<file path="src/rtl/core_boot_sequencer.sv">
// Reset/boot sequencer for a cluster of cores: programmable reset hold, staggered
// per-core release, per-core boot address and halt with a bounded drain.

module core_boot_lane #(
   parameter logic [31:0] OFFSET = 32'h0
) (
   input  logic        clk_i,
   input  logic        rst_i,
   input  logic        load,
   input  logic [31:0] base,
   output logic [31:0] boot_addr
);
   always_ff @(posedge clk_i or posedge rst_i)
      if (rst_i)     boot_addr <= '0;
      else if (load) boot_addr <= base + OFFSET;
endmodule

module core_boot_sequencer #(
   parameter int          N_CORES         = 8,
   parameter int          RST_HOLD_CYCLES = 2,
   parameter int          STAGGER_CYCLES  = 4,
   parameter int          DRAIN_TIMEOUT   = 255,
   parameter logic [31:0] BOOT_STRIDE     = 32'h100
) (
   input  logic                       clk_i,
   input  logic                       rst_i,
   input  logic                       start_i,
   input  logic                       halt_req_i,
   input  logic [31:0]                boot_addr_i,
   input  logic [N_CORES-1:0]         core_busy_i,
   output logic [N_CORES-1:0]         core_rst_no,
   output logic [N_CORES-1:0]         fetch_enable_o,
   output logic [N_CORES-1:0][31:0]   boot_addr_o,
   output logic [2:0]                 state_o,
   output logic                       done_o,
   output logic [N_CORES-1:0]         timeout_o
);
   typedef enum logic [2:0] {IDLE = 3'd0, HOLD = 3'd1, STAGGER = 3'd2, RUN = 3'd3, DRAIN = 3'd4} state_t;

   localparam int HW    = (RST_HOLD_CYCLES > 0) ? $clog2(RST_HOLD_CYCLES + 1) : 1;
   localparam int SW    = (STAGGER_CYCLES > 0) ? $clog2(STAGGER_CYCLES + 1) : 1;
   localparam int DW    = (DRAIN_TIMEOUT > 0) ? $clog2(DRAIN_TIMEOUT + 1) : 1;
   localparam int IW    = $clog2(N_CORES + 1);
   localparam int SLOAD = (STAGGER_CYCLES > 0) ? STAGGER_CYCLES - 1 : 0;

   state_t             state, state_nxt;
   logic [N_CORES-1:0] rel, rel_nxt, fetch_nxt, timeout_nxt;
   logic [HW-1:0]      hold_cnt, hold_nxt;
   logic [SW-1:0]      stg_cnt, stg_nxt;
   logic [IW-1:0]      idx, idx_nxt;
   logic [DW-1:0]      drain_cnt, drain_nxt;
   logic               done_nxt, load;

   always_ff @(posedge clk_i or posedge rst_i) begin
      if (rst_i) begin
         state          <= IDLE;
         rel            <= '0;
         hold_cnt       <= '0;
         stg_cnt        <= '0;
         idx            <= '0;
         drain_cnt      <= '0;
         fetch_enable_o <= '0;
         done_o         <= 1'b0;
         timeout_o      <= '0;
      end else begin
         state          <= state_nxt;
         rel            <= rel_nxt;
         hold_cnt       <= hold_nxt;
         stg_cnt        <= stg_nxt;
         idx            <= idx_nxt;
         drain_cnt      <= drain_nxt;
         fetch_enable_o <= fetch_nxt;
         done_o         <= done_nxt;
         timeout_o      <= timeout_nxt;
      end
   end

   always_comb begin
      state_nxt   = state;
      rel_nxt     = rel;
      hold_nxt    = hold_cnt;
      stg_nxt     = stg_cnt;
      idx_nxt     = idx;
      drain_nxt   = drain_cnt;
      done_nxt    = 1'b0;
      timeout_nxt = timeout_o;
      load        = 1'b0;
      case (state)
         IDLE: begin
            rel_nxt = '0;
            if (start_i) begin
               load        = 1'b1;
               timeout_nxt = '0;
               hold_nxt    = HW'(RST_HOLD_CYCLES - 1);
               state_nxt   = HOLD;
            end
         end
         HOLD: begin
            if (halt_req_i) begin
               state_nxt = DRAIN;
               drain_nxt = DW'(DRAIN_TIMEOUT);
            end else if (hold_cnt == '0) begin
               state_nxt = STAGGER;
               stg_nxt   = SW'(SLOAD);
               if (STAGGER_CYCLES == 0) begin
                  rel_nxt = '1;
                  idx_nxt = IW'(N_CORES);
               end else begin
                  rel_nxt[0] = 1'b1;
                  idx_nxt    = IW'(1);
               end
            end else begin
               hold_nxt = hold_cnt - 1'b1;
            end
         end
         STAGGER: begin
            // halt wins over a release due on the same edge
            if (halt_req_i) begin
               state_nxt = DRAIN;
               drain_nxt = DW'(DRAIN_TIMEOUT);
            end else if (idx == IW'(N_CORES)) begin
               state_nxt = RUN;
            end else if (stg_cnt == '0) begin
               rel_nxt = rel | (N_CORES'(1) << idx);
               idx_nxt = idx + 1'b1;
               stg_nxt = SW'(SLOAD);
            end else begin
               stg_nxt = stg_cnt - 1'b1;
            end
         end
         RUN: begin
            if (halt_req_i) begin
               state_nxt = DRAIN;
               drain_nxt = DW'(DRAIN_TIMEOUT);
            end
         end
         DRAIN: begin
            // busy-clear is checked first so it wins a tie with expiry
            if ((core_busy_i & rel) == '0) begin
               state_nxt   = IDLE;
               rel_nxt     = '0;
               done_nxt    = 1'b1;
               timeout_nxt = '0;
            end else if (drain_cnt <= DW'(1)) begin
               state_nxt   = IDLE;
               rel_nxt     = '0;
               done_nxt    = 1'b1;
               timeout_nxt = core_busy_i & rel;
            end else begin
               drain_nxt = drain_cnt - 1'b1;
            end
         end
         default: begin
            state_nxt = IDLE;
            rel_nxt   = '0;
         end
      endcase
      fetch_nxt = (state_nxt == HOLD || state_nxt == STAGGER || state_nxt == RUN) ? rel_nxt : '0;
   end

   assign core_rst_no = rel;
   assign state_o     = state;

   for (genvar k = 0; k < N_CORES; k++) begin : g_lane
      core_boot_lane #(.OFFSET(BOOT_STRIDE * 32'(k))) u_lane (
         .clk_i     (clk_i),
         .rst_i     (rst_i),
         .load      (load),
         .base      (boot_addr_i),
         .boot_addr (boot_addr_o[k])
      );
   end
endmodule
</file>
<file path="config.mk">
export PLATFORM = sky130hd
export DESIGN_NAME = core_boot_sequencer
export DESIGN_NICKNAME = d
export VERILOG_FILES = /design/src/rtl/core_boot_sequencer.sv
export SDC_FILE = /design/constraint.sdc
export NUM_CORES = 1
export LEC_CHECK = 0
export BUFFER_PORTS_ARGS = -buffer_cell sky130_fd_sc_hd__buf_2
export CORE_ASPECT_RATIO = 0.6
export CORE_MARGIN = 2
export CORE_UTILIZATION = 49
export CTS_CLUSTER_SIZE = 10
export DETAILED_ROUTE_END_ITERATION = 16
export GPL_TIMING_DRIVEN = 0
export PLACE_DENSITY = 0.8
export SYNTH_ARGS = -nofsm -noshare
export SYNTH_HDL_FRONTEND = slang
export SYNTH_SLANG_ARGS = --single-unit
</file>
<file path="constraint.sdc">
create_clock -name clk_i -period 18.95 [get_ports clk_i]
set_input_delay 2.8425 -clock clk_i [delete_from_list [all_inputs] [get_ports clk_i]]
set_output_delay 2.8425 -clock clk_i [all_outputs]
set_load 0.01 [all_outputs]
</file>
==> results of run 1 <==
## power groups by stage
stage	combinational (uW)	sequential (uW)	clock, uW
floorplan	454	930	0
global placement	952	864	0
detailed placement	976	871	0
CTS	983	866	463
global route	1080	891	484
finish	980	872	461
## layer usage
| metal | global-route usage [%] | part of all wire [%] | vias to the layer above |
|---|---|---|---|
| li1 | - | - | 4876 |
| met1 | 50.8 | 43 | 5375 |
| met2 | 49.0 | 42 | 649 |
| met3 | 9.60 | 13 | 69 |
| met4 | 7.25 | 1.8 | 2 |
| met5 | 0 | 0.030 | - |
## registers in the layout, indices dropped and copies added, names as in the netlist, 2 cells and up
signal / flops
g_lane.u_lane.boot_addr: 190
hold_cnt: 2
state_o: 3
core_rst_no: 8
timeout_o: 8
drain_cnt: 8
idx: 4
fetch_enable_o: 8
stg_cnt: 3
## cells in the mapped netlist, types with 2 or more instances
cell type,instances
nand2_1,290
dfrtp_1,235
o21ai_0,148
nor2_1,88
xnor2_1,72
buf_4,66
xor2_1,59
clkbuf_1,48
nand3_1,31
a21oi_1,24
buf_2,22
ha_1,20
inv_1,19
nor3_1,18
nand4_1,14
a211o_1,9
mux2i_1,9
o211ai_1,9
a22oi_1,8
and4_1,8
buf_1,8
and2_1,7
nand3b_1,7
a31oi_1,5
nor4_1,5
and3_1,4
o21a_1,4
a21o_1,3
nand2b_1,3
nor3b_1,3
or2_2,3
or3_1,3
or4_1,3
o31ai_1,2
or3b_2,2
## final cells by class
class	instances	area, um^2
Antenna cell	5	12.5
Buffer	145	827
Clock buffer	28	679
Clock inverter	2	38.8
Fill cell	1971	8750
Inverter	20	82.6
Multi-Input combinational cell	882	4970
Sequential cell	235	5880
Tap cell	315	394
Timing Repair Buffer	323	1660
## kinds of logic after synthesis
group	after synthesis	share of synthesized area, %
AO/OA/AOI/OAI	221	10.6
XOR/XNOR	131	9.77
adder cells (fa/ha/maj)	20	2.13
buffers and inverters	165	7.68
flip-flops	235	50.1
multiplexers	10	0.863
AND/OR/NAND/NOR	500	18.9
## worst max-delay path, delay by kind of cell
family          cells  cell delay (ps)
buf+inv             3              740
xor+xnor            1              340
fa+ha+maj           1              450
compound gates      2              960
simple gates        2              700
## placed cells by master (no fill, tap or decap), types with 4 or more instances in the layout
cell       netlist  routed
buf_1            8       8
xnor2_1         72      72
nor4_1           5       4
o21ai_0        148     148
buf_2           22     342
o211ai_1         9       9
nor3_1          18      18
mux2i_1          9       9
a211o_1          9       9
and3_1           4       4
nand3_1         31      31
nand4_1         14      14
clkbuf_16        0      27
ha_1            20      20
nand3b_1         7       7
inv_1           19      18
xor2_1          59      59
a21oi_1         24      24
a22oi_1          8       8
o21a_1           4       4
diode_2          0       5
nor2_1          88      88
and4_1           8       8
buf_4           66      67
and2_1           7       7
dfrtp_1        235     235
nand2_1        290     290
clkbuf_1        48      49
a31oi_1          5       5
## through the flow
step | area [um^2] | cells | total power (uW)
after floorplan | 11700 | 1282 | 1380
after global placement | 13700 | 1917 | 1820
after detailed placement | 13800 | 1920 | 1850
after CTS | 14500 | 1950 | 2310
after global routing | 14500 | 1952 | 2450
final | 14600 | 1955 | 2310
## path summary, 6_finish.rpt
kind	endpoint	slack (ps)	cells after the start
max in group asynchronous	g_lane[1].u_lane.boot_addr[18]	15460	4
hold / removal	g_lane[0].u_lane.boot_addr[12]	470	2
setup / recovery	g_lane[7].u_lane.boot_addr[15]	13330	9
hold reg to reg	g_lane[0].u_lane.boot_addr[12]	470	2
setup reg to reg	g_lane[0].u_lane.boot_addr[25]	16110	6
min in group asynchronous	g_lane[2].u_lane.boot_addr[2]	2250	2
==> results by stage, run 1 <==
Power and ir drop:
- The cell internal power dissipation is 1380 uW.
- Combinational cells account for 42.4% of the total power.
- In this run switching power makes up 40.5% of total power.
- The largest vdd supply drop is 0.0885 mV.
- The leakage power figure is 0.00711 uW.
- Power spread over the standard cell area amounts to 159 nW/um^2.
- The net load switching power is 935 uW.
- The clock network is responsible for 19.9% of the overall power.
- In this run, flip-flops and latches consume 37.7% of the power.

GRT:
- The number of global-route vias before repair is 10200.
- The total overflow reported by the global router is 0.
- For this run, the total global-route usage over all layers was measured as 34.0%.
- The first global-routing pass estimated 62900 um of wire.
- Entering global routing, the biggest net connects 124 pins.
- The initial antenna violation count is 6.

Detailed routing:
- After detailed routing, the average wire length per cell comes to 22.0 um.
- In the routed design, unresolved DRC markers number 0.
- The number of nets with antenna violations after detailed routing is 0.
- Summing over every cut layer, the via total after detailed routing is 11000.
- The detailed-router iteration count before antenna repair is 6.
- After the first detailed-routing iteration, the DRC count stood at 1139.
- The routed design has 43000 um of wire.
- In the routed layout, each cell is associated on average with a via count of 5.61.

Synthesis:
- The number of nets handed over by synthesis was 1346.
- The count of cell types in the netlist is 58.
- For this run, the leading register cell type out of synthesis is dfrtp_1.
- The total of warnings raised by yosys is 0.
- The register area share after synthesis is 50.1%.
- The area fraction of the dominant cell type after synthesis is 50.1%.
- The average size of a mapped cell is 9.16 um^2.
- dfrtp_1 takes more of the synthesized area than any other cell.
- The number of synthesized flops with an enable pin is 0.
- The number of storage elements in the synthesis netlist is 235.
- The post-synthesis async set-or-reset flop share is 100%.
- The instance count of the mapped netlist is 1282.
- Ranked by total cell area, the synthesized netlist is headed by dfrtp_1 (50%), nand2_1 (9.3%), o21ai_0 (6.3%).
- The cell area that synthesis handed to floorplanning was 11700 um^2.

Place:
- At the end of routability-driven placement, the weighted congestion stood at 0.979.
- The detailed-placement wirelength estimate is 32300 um.
- Port buffering added 320 buffers.
- At the placement stage, the worst setup path has a slack of 12920 ps.

Floorplanning:
- During I/O placement, the number of pins put on the boundary was 328.
- The y dimension of the die is 124 um.
- The die covers 25300 um^2.
- The starting density of the core is 50.4%.
- The core region is 23300 um^2.
- The site row count is 43.
- From left edge to right edge, the die measures 204 um.

CTS:
- Clock latency on the worst-skew pair, taken at its later pin, is 540 ps.
- The master cell of the clock root buffer is clkbuf_16.
- The number of hold buffers added after CTS was 0.
- In this run, post-CTS repair resized a total of 0 instances.
- The clock net in this run drives a total of 235 sinks.
- After clock tree synthesis, the clock-pin slew on the worst setup and hold paths is 60 ps.
- TritonCTS created 27 clock buffers.
- The number of buffers inserted by post-CTS setup repair is 0.
- The clock tree buffer depth is 3.
- TritonCTS built the clock tree.
- The number of H-tree levels is 1.

STA:
- Of the available clock period, the critical path in the final layout requires 29.7%.
- Measured against its own limit, the worst slew margin works out to 16.0%.
- The smallest setup slack after layout is 13330 ps.
- The final max-slew violation count came to 0.
- The final critical delay including setup and external delays is 5620 ps.
- The sum of negative setup slack is 0 ps.
- The final-layout worst hold slack is 474 ps.
- Setup repair after global routing left no endpoint under its margin.
- Static timing analysis puts the maximum clock frequency at 178 MHz.
- The number of setup violations in the final report is 0.
- Between clock sinks in the finished design, the worst skew comes to 20.8 ps.
- The hold violation count in the final report is 0.
- For the pin with the worst max-slew slack, the measured transition is 1250 ps.

Finish:
- The net count of the finished layout is 1698.
- For this run, the share of the core covered by cells in the final layout is 62.5%.
- The area growth from synthesis to layout is 23.9%.
- The fraction of final layout cells with drive strength greater than 1 is 28.0%.

Worst setup path:
- The slowest library cell on the worst path is a21boi_0.
- The data required time at the worst endpoint is 19360 ps.
- The critical path starts at boot_addr_i[9].
- The source of the worst register-to-register timing path is state_o[0].
- The kind of start point of the critical path is an input pin.
- The largest single stage delay on the critical path is 840 ps.
- The biggest fanout along the worst timing path is 9.
- The critical path goes through buf_2 > clkbuf_1 > inv_1 > ha_1 > a21boi_0 > nand3b_1 > nor2_1 > xnor2_1 > o21ai_0.
- STA puts the critical path data arrival time at 6030 ps.
- The type of the setup path with the least slack is input pin to register.
- The worst setup path is captured at a register.

Min path:
- The worst hold path belongs to the class register to register.
- In this run the most critical hold path is launched from g_lane[0].u_lane.boot_addr[12].

Flow run:
- The count of maximum capacitance violations is 0.

Status:
- The flow ran to the end, and the final reports show no timing, DRC or antenna violations.
Note: power is estimated with default switching activity, not from simulation.
==> run 2, diff against run 1 <==
==> constraint.sdc (replaced) <==
create_clock -name clk_i -period 5.8 [get_ports clk_i]
set_input_delay 0.87 -clock clk_i [delete_from_list [all_inputs] [get_ports clk_i]]
set_output_delay 0.87 -clock clk_i [all_outputs]
set_load 0.01 [all_outputs]
==> run 2 against run 1 <==
  * Non-clock buffer count increased by 4
  * Power increased to 3.3 times the previous value
  * Register-to-register slack got worse by 13000 ps
  * Clock skew increased by 2.2 ps
  * Final area increased by 0.29%
  * Die area unchanged
  * Clock power increased to 3.2 times the previous value
  * Flip-flop and latch count unchanged
  * Critical endpoint unchanged
==> results by stage, run 2 (synthesized netlist as in run 1, its figures left out) <==
CTS:
- Counting along the longest clock path gives a buffer depth of 3.
- The TritonCTS clock tree is yes.
- Counting the buffers created by CTS gives 27.
- The count of hold buffers inserted by post-cts repair is 0.
- Once the clock tree was built, the resizer swapped 0 gates to a different size.
- CTS built an H-tree with a depth of 1.
- The worst-skew pair later-pin latency is 550 ps.
- Counting every sink on the clock net gives 235.
- The master cell of the clock root buffer is clkbuf_16.
- The clock transition at the register clock pins on the worst setup and hold paths after CTS is 50 ps.
- The number of setup buffers added after CTS is 0.

Detailed routing:
- For this block, the routed nets add up to 42700 um of wire.
- The number of nets with antenna violations after detailed routing is 0.
- The detailed-router iteration count before antenna repair is 5.
- After detailed routing, the average wire length per cell comes to 21.8 um.
- The post-detailed-route DRC marker count is 0.
- The total number of vias is 11000.
- Dividing the detail-routed via count by the number of cells gives 5.60.
- The first routing iteration left 1286 violations.

GRT:
- The first global-routing pass estimated 62800 um of wire.
- The number of global-route vias before repair is 10300.
- The pin count of the biggest net entering global routing is 44.
- The initial antenna violation count is 7.
- The total overflow reported by the global router is 0.
- The total routing resource utilization after global routing is 33.8%.

STA:
- The hold violation count in the final report came to 0.
- The remaining max-slew budget at the tightest pin is 18.7%.
- The transition at the pin with the smallest max-transition slack is 1210 ps.
- Across the routed clock network, the largest skew measured is 23.1 ps.
- Setup violations remaining at the end of the flow were counted as 0.
- In the final timing run, aggregate negative setup slack is 0 ps.
- The fraction of the cycle the final worst path needs is 61.3%.
- The worst path needs 3560 ps of the cycle, external delays included.
- Based on the critical path, the design can be clocked at up to 281 MHz.
- Setup repair after global routing left no endpoint under its margin.
- The final max-slew violation count is 0.

Power and ir drop:
- In this run, flip-flops and latches consume 37.7% of the power.
- The net load switching power is 3060 uW.
- The total power per unit cell area is 515 nW/um^2.
- The largest vdd supply drop is 0.287 mV.
- Combinational logic is responsible for 42.7% of the overall power.
- Of the total power, the clock network draws 19.6%.
- The leakage power figure is 0.00713 uW.
- The cell internal power dissipation is 4460 uW.
- Net switching is 40.6% of the power.

Worst setup path:
- Data on the critical path is required at its endpoint by 6210 ps.
- The worst setup path is of the input pin to register kind.
- The worst setup path is launched from an input pin.
- Of all nets on the critical path, the largest fanout is 9.
- The element type at the critical path end is a register.
- The data arrival time of the critical path is 3960 ps.

Finish:
- Cells fill 62.6% of the core in the end.
- The largest register by flop count is g_lane.u_lane.boot_addr.
- The number of flip-flops under the largest register name is 190.
- In the final layout, the multi-input gates occupy 4970 um^2.
- The area used by sequential logic in the layout is 5880 um^2.
- In the layout the commonest cells are buf_2 (342), nand2_1 (290), dfrtp_1 (235), o21ai_0 (148), nor2_1 (88).
- In the final design database the tool counted 1702 nets.
- From synthesis to final layout, the design area changed by 24.2%.
- The number of cells in the finished layout apart from fillers is 1961.
- In the final layout, the share of cells above drive strength 1 is 28.1%.
- Leaving out fill and tap cells, the most frequent cell in the layout is buf_2.
- The number of filler instances in the final layout is 2011.

Floorplanning:
- From bottom edge to top edge, the die measures 124 um.
- The starting density of the core is 50.4%.
- The total die area is 25300 um^2.
- Pin placement for this block handled 328 I/O pins.
- The horizontal die dimension is 204 um.
- The site row count is 43.
- The area inside the core boundary is 23300 um^2.

Place:
- The congestion estimate from routability-driven global placement came to 1.00.
- The count of placed standard cells including taps is 1924.
- During placement, the flow inserted port buffers numbering 320.
- The detailed-placement wirelength estimate is 32400 um.

Status:
- The run finished with clean final reports.

Flow run:
- The count of maximum capacitance violations is 0.

Min path:
- The class of the worst hold path is input pin to async pin.
-- run 2: metrics by stage --
stage	instance area, um^2	total power (uW)	hold slack, ps	setup slack [ps]
floorplan	11800	4520	455	1850
global placement	13700	5930	455	462
detailed placement	13900	6030	462	1830
CTS	14600	7510	407	2350
global route	14600	7970	436	2120
finish	14600	7520	403	2240
-- run 2: worst max-delay path, stage by stage --
cell      delay (ps)
buf_2            130
clkbuf_1         300
inv_1            310
ha_1             490
a21boi_0         730
nand3b_1         510
nor2_1           180
xnor2_1          300
o21ai_0          140
-- run 2: power by group through the flow --
| stage | Clock, uW | Combinational, uW | Sequential (uW) |
|---|---|---|---|
| 6_report | 1470 | 3210 | 2840 |
| 3_3_place_gp | 0 | 3110 | 2820 |
| 4_1_cts | 1470 | 3210 | 2820 |
| 5_1_grt | 1550 | 3520 | 2900 |
| 2_1_floorplan | 0 | 1480 | 3040 |
| 3_5_place_dp | 0 | 3190 | 2840 |
-- run 2: path summary, 6_finish.rpt --
path / startpoint / to / slack [ps] / cells after the start
min: rst_i / g_lane[2].u_lane.boot_addr[7] / 400 / 2
min reg2reg: g_lane[3].u_lane.boot_addr[13] / g_lane[3].u_lane.boot_addr[13] / 480 / 2
max: boot_addr_i[9] / g_lane[7].u_lane.boot_addr[15] / 2240 / 9
max in group asynchronous: rst_i / g_lane[4].u_lane.boot_addr[19] / 4300 / 5
min in group clk_i: g_lane[3].u_lane.boot_addr[13] / g_lane[3].u_lane.boot_addr[13] / 480 / 2
max reg2reg: state_o[0] / g_lane[0].u_lane.boot_addr[23] / 3040 / 6
-- run 2: cell type report --
class | count | area share (%)
antenna | 6 | 0.103
buffer | 145 | 5.67
clock buffer | 29 | 4.68
clock inverter | 2 | 0.0943
inverter | 20 | 0.540
multi-input combinational | 882 | 34.1
sequential | 235 | 40.3
tap | 315 | 2.70
timing repair buffer | 327 | 11.8
-- run 2: routing by layer --
layer / global-route usage [%] / wire [um] / vias to the layer above / share of wire (%)
li1: - / - / 4876 / -
met1: 50.4 / 19000 / 5397 / 45
met2: 47.3 / 17200 / 628 / 40
met3: 11.0 / 5480 / 77 / 13
met4: 7.98 / 872 / 4 / 2.0
met5: 0 / 21 / - / 0.049
==> run 3, diff against run 2 <==
==> constraint.sdc (replaced) <==
create_clock -name clk_i -period 3.3 [get_ports clk_i]
set_input_delay 0.495 -clock clk_i [delete_from_list [all_inputs] [get_ports clk_i]]
set_output_delay 0.495 -clock clk_i [all_outputs]
set_load 0.01 [all_outputs]
==> run 3 against run 2 <==
  * Wire length decreased by 0.12%
  * Sequential share of layout area hardly changed
  * Clock skew decreased by 2.1 ps
  * Final area hardly changed
  * Combinational power up 76%
  * Die area unchanged
  * Final cell count is the same
  * Hold slack got worse by 380 ps
  * Sequential power increased by 75%
  * Largest power group unchanged
  * Critical path type unchanged
==> results by stage, run 3 (synthesized netlist as in run 1, its figures left out) <==
Finish:
- Compared with the post-synthesis result, the final layout area differs by 24.3%.
- In the layout the commonest cells are buf_2 (342), nand2_1 (290), dfrtp_1 (235), o21ai_0 (148), nor2_1 (88).
- Ranked by flip-flop count, first place goes to g_lane.u_lane.boot_addr.
- The number of filler instances in the final layout is 2011.
- Cells fill 62.7% of the core in the end.
- Leaving out fill and tap cells, the most frequent cell in the layout is buf_2.
- The number of flip-flops under the largest register name is 190.
- The post-route netlist has 28.1% of its cells at a drive strength greater than 1.
- After the last flow step, the layout net total stands at 1702.

GRT:
- Entering global routing, the biggest net connects 44 pins.
- The number of global-route vias before repair is 10300.
- The first global-routing pass estimated 62800 um of wire.
- The total overflow reported by the global router is 0.
- Global routing used 33.8% of the available tracks.
- The initial antenna violation count was 7.

Detailed routing:
- The detailed-router iteration count before antenna repair is 5.
- In the routed layout, each cell is associated on average with a via count of 5.60.
- In the final routed layout, each cell accounts on average for 21.7 um.
- The number of nets with antenna violations after detailed routing is 0.
- The post-detailed-route DRC marker count is 0.
- The detailed router finished its first iteration with 1200 violations.
- The total number of vias is 11000.
- The final layout contains routed wiring with a total length of 42600 um.

Place:
- At the placement stage, the worst setup path has a slack of -295 ps.
- The detailed-placement wirelength estimate is 32400 um.
- The final estimated routing congestion in global placement is 1.00.
- Buffers placed on the I/O ports in this run total 320.

STA:
- In this run the tightest slew margin relative to its limit is 16.5%.
- The sum of negative setup slack is 0 ps.
- Setup violations remaining at the end of the flow were counted as 0.
- On the final layout, the worst clock skew is 21.0 ps.
- The final max-slew violation count is 0.
- The fmax is 315 MHz.
- The final critical delay including setup and external delays is 3180 ps.
- The transition at the pin with the smallest max-transition slack is 1240 ps.
- The fraction of the cycle the final worst path needs is 96.3%.
- Setup repair after global routing left no endpoint under its margin.
- Across all hold checks on the routed design, the worst slack comes to 23.4 ps.
- The hold violation count in the final report was 0.
- In the post-route analysis, the smallest setup slack over all paths is 122 ps.

Floorplanning:
- The core region is 23300 um^2.
- The y dimension of the die is 124 um.
- The horizontal die dimension is 204 um.
- The starting density of the core is 50.4%.
- The total die area is 25300 um^2.
- For this design the top-level I/O count stands at 328.
- The initialized floorplan defines 43 standard-cell rows.

Status:
- The flow ran to the end, and the final reports show no timing, DRC or antenna violations.

Flow run:
- The count of maximum capacitance violations is 0.

Worst setup path:
- The source of the worst register-to-register timing path is state_o[0].
- STA classifies the critical path endpoint as a register.
- Setup slack on the worst reg-to-reg path comes out at 540 ps.
- The endpoint identified for the worst register-to-register timing path is g_lane[0].u_lane.boot_addr[25].
- The type of the setup path with the least slack is input pin to register.
- In this run the worst path has a maximum fanout of 9.
- The data arrival time of the critical path is 3590 ps.
- The path depth of the worst reg2reg path is 8.
- The data required time at the worst endpoint is 3710 ps.
- The kind of start point of the critical path is an input pin.

CTS:
- The TritonCTS clock tree is yes.
- CTS built an H-tree with a depth of 1.
- The clock tree buffer depth is 3.
- Counting every sink on the clock net gives 235.
- The clock transition at the register clock pins on the worst setup and hold paths after CTS is 60 ps.
- The tree is rooted in a clkbuf_16.
- After clock tree synthesis, the flow added hold-fix buffers numbering 0.
- Buffers inserted during clock tree synthesis total 27.
- Post-CTS repair changed the size of 0 cells.
- The worst-skew pair later-pin latency is 550 ps.
- The number of buffers inserted by post-CTS setup repair is 0.

Min path:
- The min-delay analysis places its worst path in the category input pin to async pin.

Power and ir drop:
- In this run the static leakage power is 0.00713 uW.
- The post-route total power is 13200 uW.
- In this run the power density over the cells is 905 nW/um^2.
- The largest vdd supply drop is 0.509 mV.
## run 3: cell counts in the layout (fill, tap and decap cells not counted)
No cell type changed its count.
## run 3: worst max-delay path: stages
cell and delay (ps):
buf_2 130, clkbuf_1 300, inv_1 300, ha_1 490, a21boi_0 750, nand3b_1 500
nor2_1 180, xnor2_1 300, o21ai_0 140
## run 3: metal layers
| layer | share of wire, % | global-route usage [%] | routed length, um |
|---|---|---|---|
| met4 | 2.0 | 7.98 | 861 |
| met3 | 13 | 11.0 | 5440 |
| met5 | 0.063 | 0 | 27 |
| met2 | 40 | 47.3 | 17200 |
| met1 | 45 | 50.4 | 19100 |
## run 3: how the worst max path moves through the flow
| stage | start | end | slack, ps | cells past startpoint |
|---|---|---|---|---|
| global placement | rst_i | g_lane[7].u_lane.boot_addr[18] | -1660 | 2 |
| finish | boot_addr_i[9] | g_lane[7].u_lane.boot_addr[15] | 120 | 9 |
| detailed placement | boot_addr_i[9] | g_lane[7].u_lane.boot_addr[31] | -290 | 9 |
| global route | boot_addr_i[9] | g_lane[7].u_lane.boot_addr[15] | 10 | 9 |
| floorplan | rst_i | core_rst_no[0] | -270 | 1 |
| CTS | boot_addr_i[9] | g_lane[7].u_lane.boot_addr[15] | 220 | 9 |
## run 3: area by class of cell
type	instances	area, um^2	area share (%)
clock buffers	29	683	4.68
clock inverters	2	13.8	0.0943
plain buffers	145	827	5.66
diodes	6	15.0	0.103
well taps	315	394	2.70
flip-flops and latches	235	5880	40.3
repair buffers	327	1730	11.8
multi-input cells	882	4980	34.1
inverters	20	78.8	0.540
## run 3: power breakdown
part           internal, uW  switching [uW]  leakage, uW
registers              4080             902      0.00288
clock network          1440            1150     0.000344
logic                  2320            3320      0.00391
total                  7840            5370      0.00713
## run 3: per-stage QoR
step                      area (um^2)  std cells
final                           14600       1961
after global routing            14600       1959
after CTS                       14600       1955
after detailed placement        13900       1924
after global placement          13700       1917
after floorplan                 11800       1282
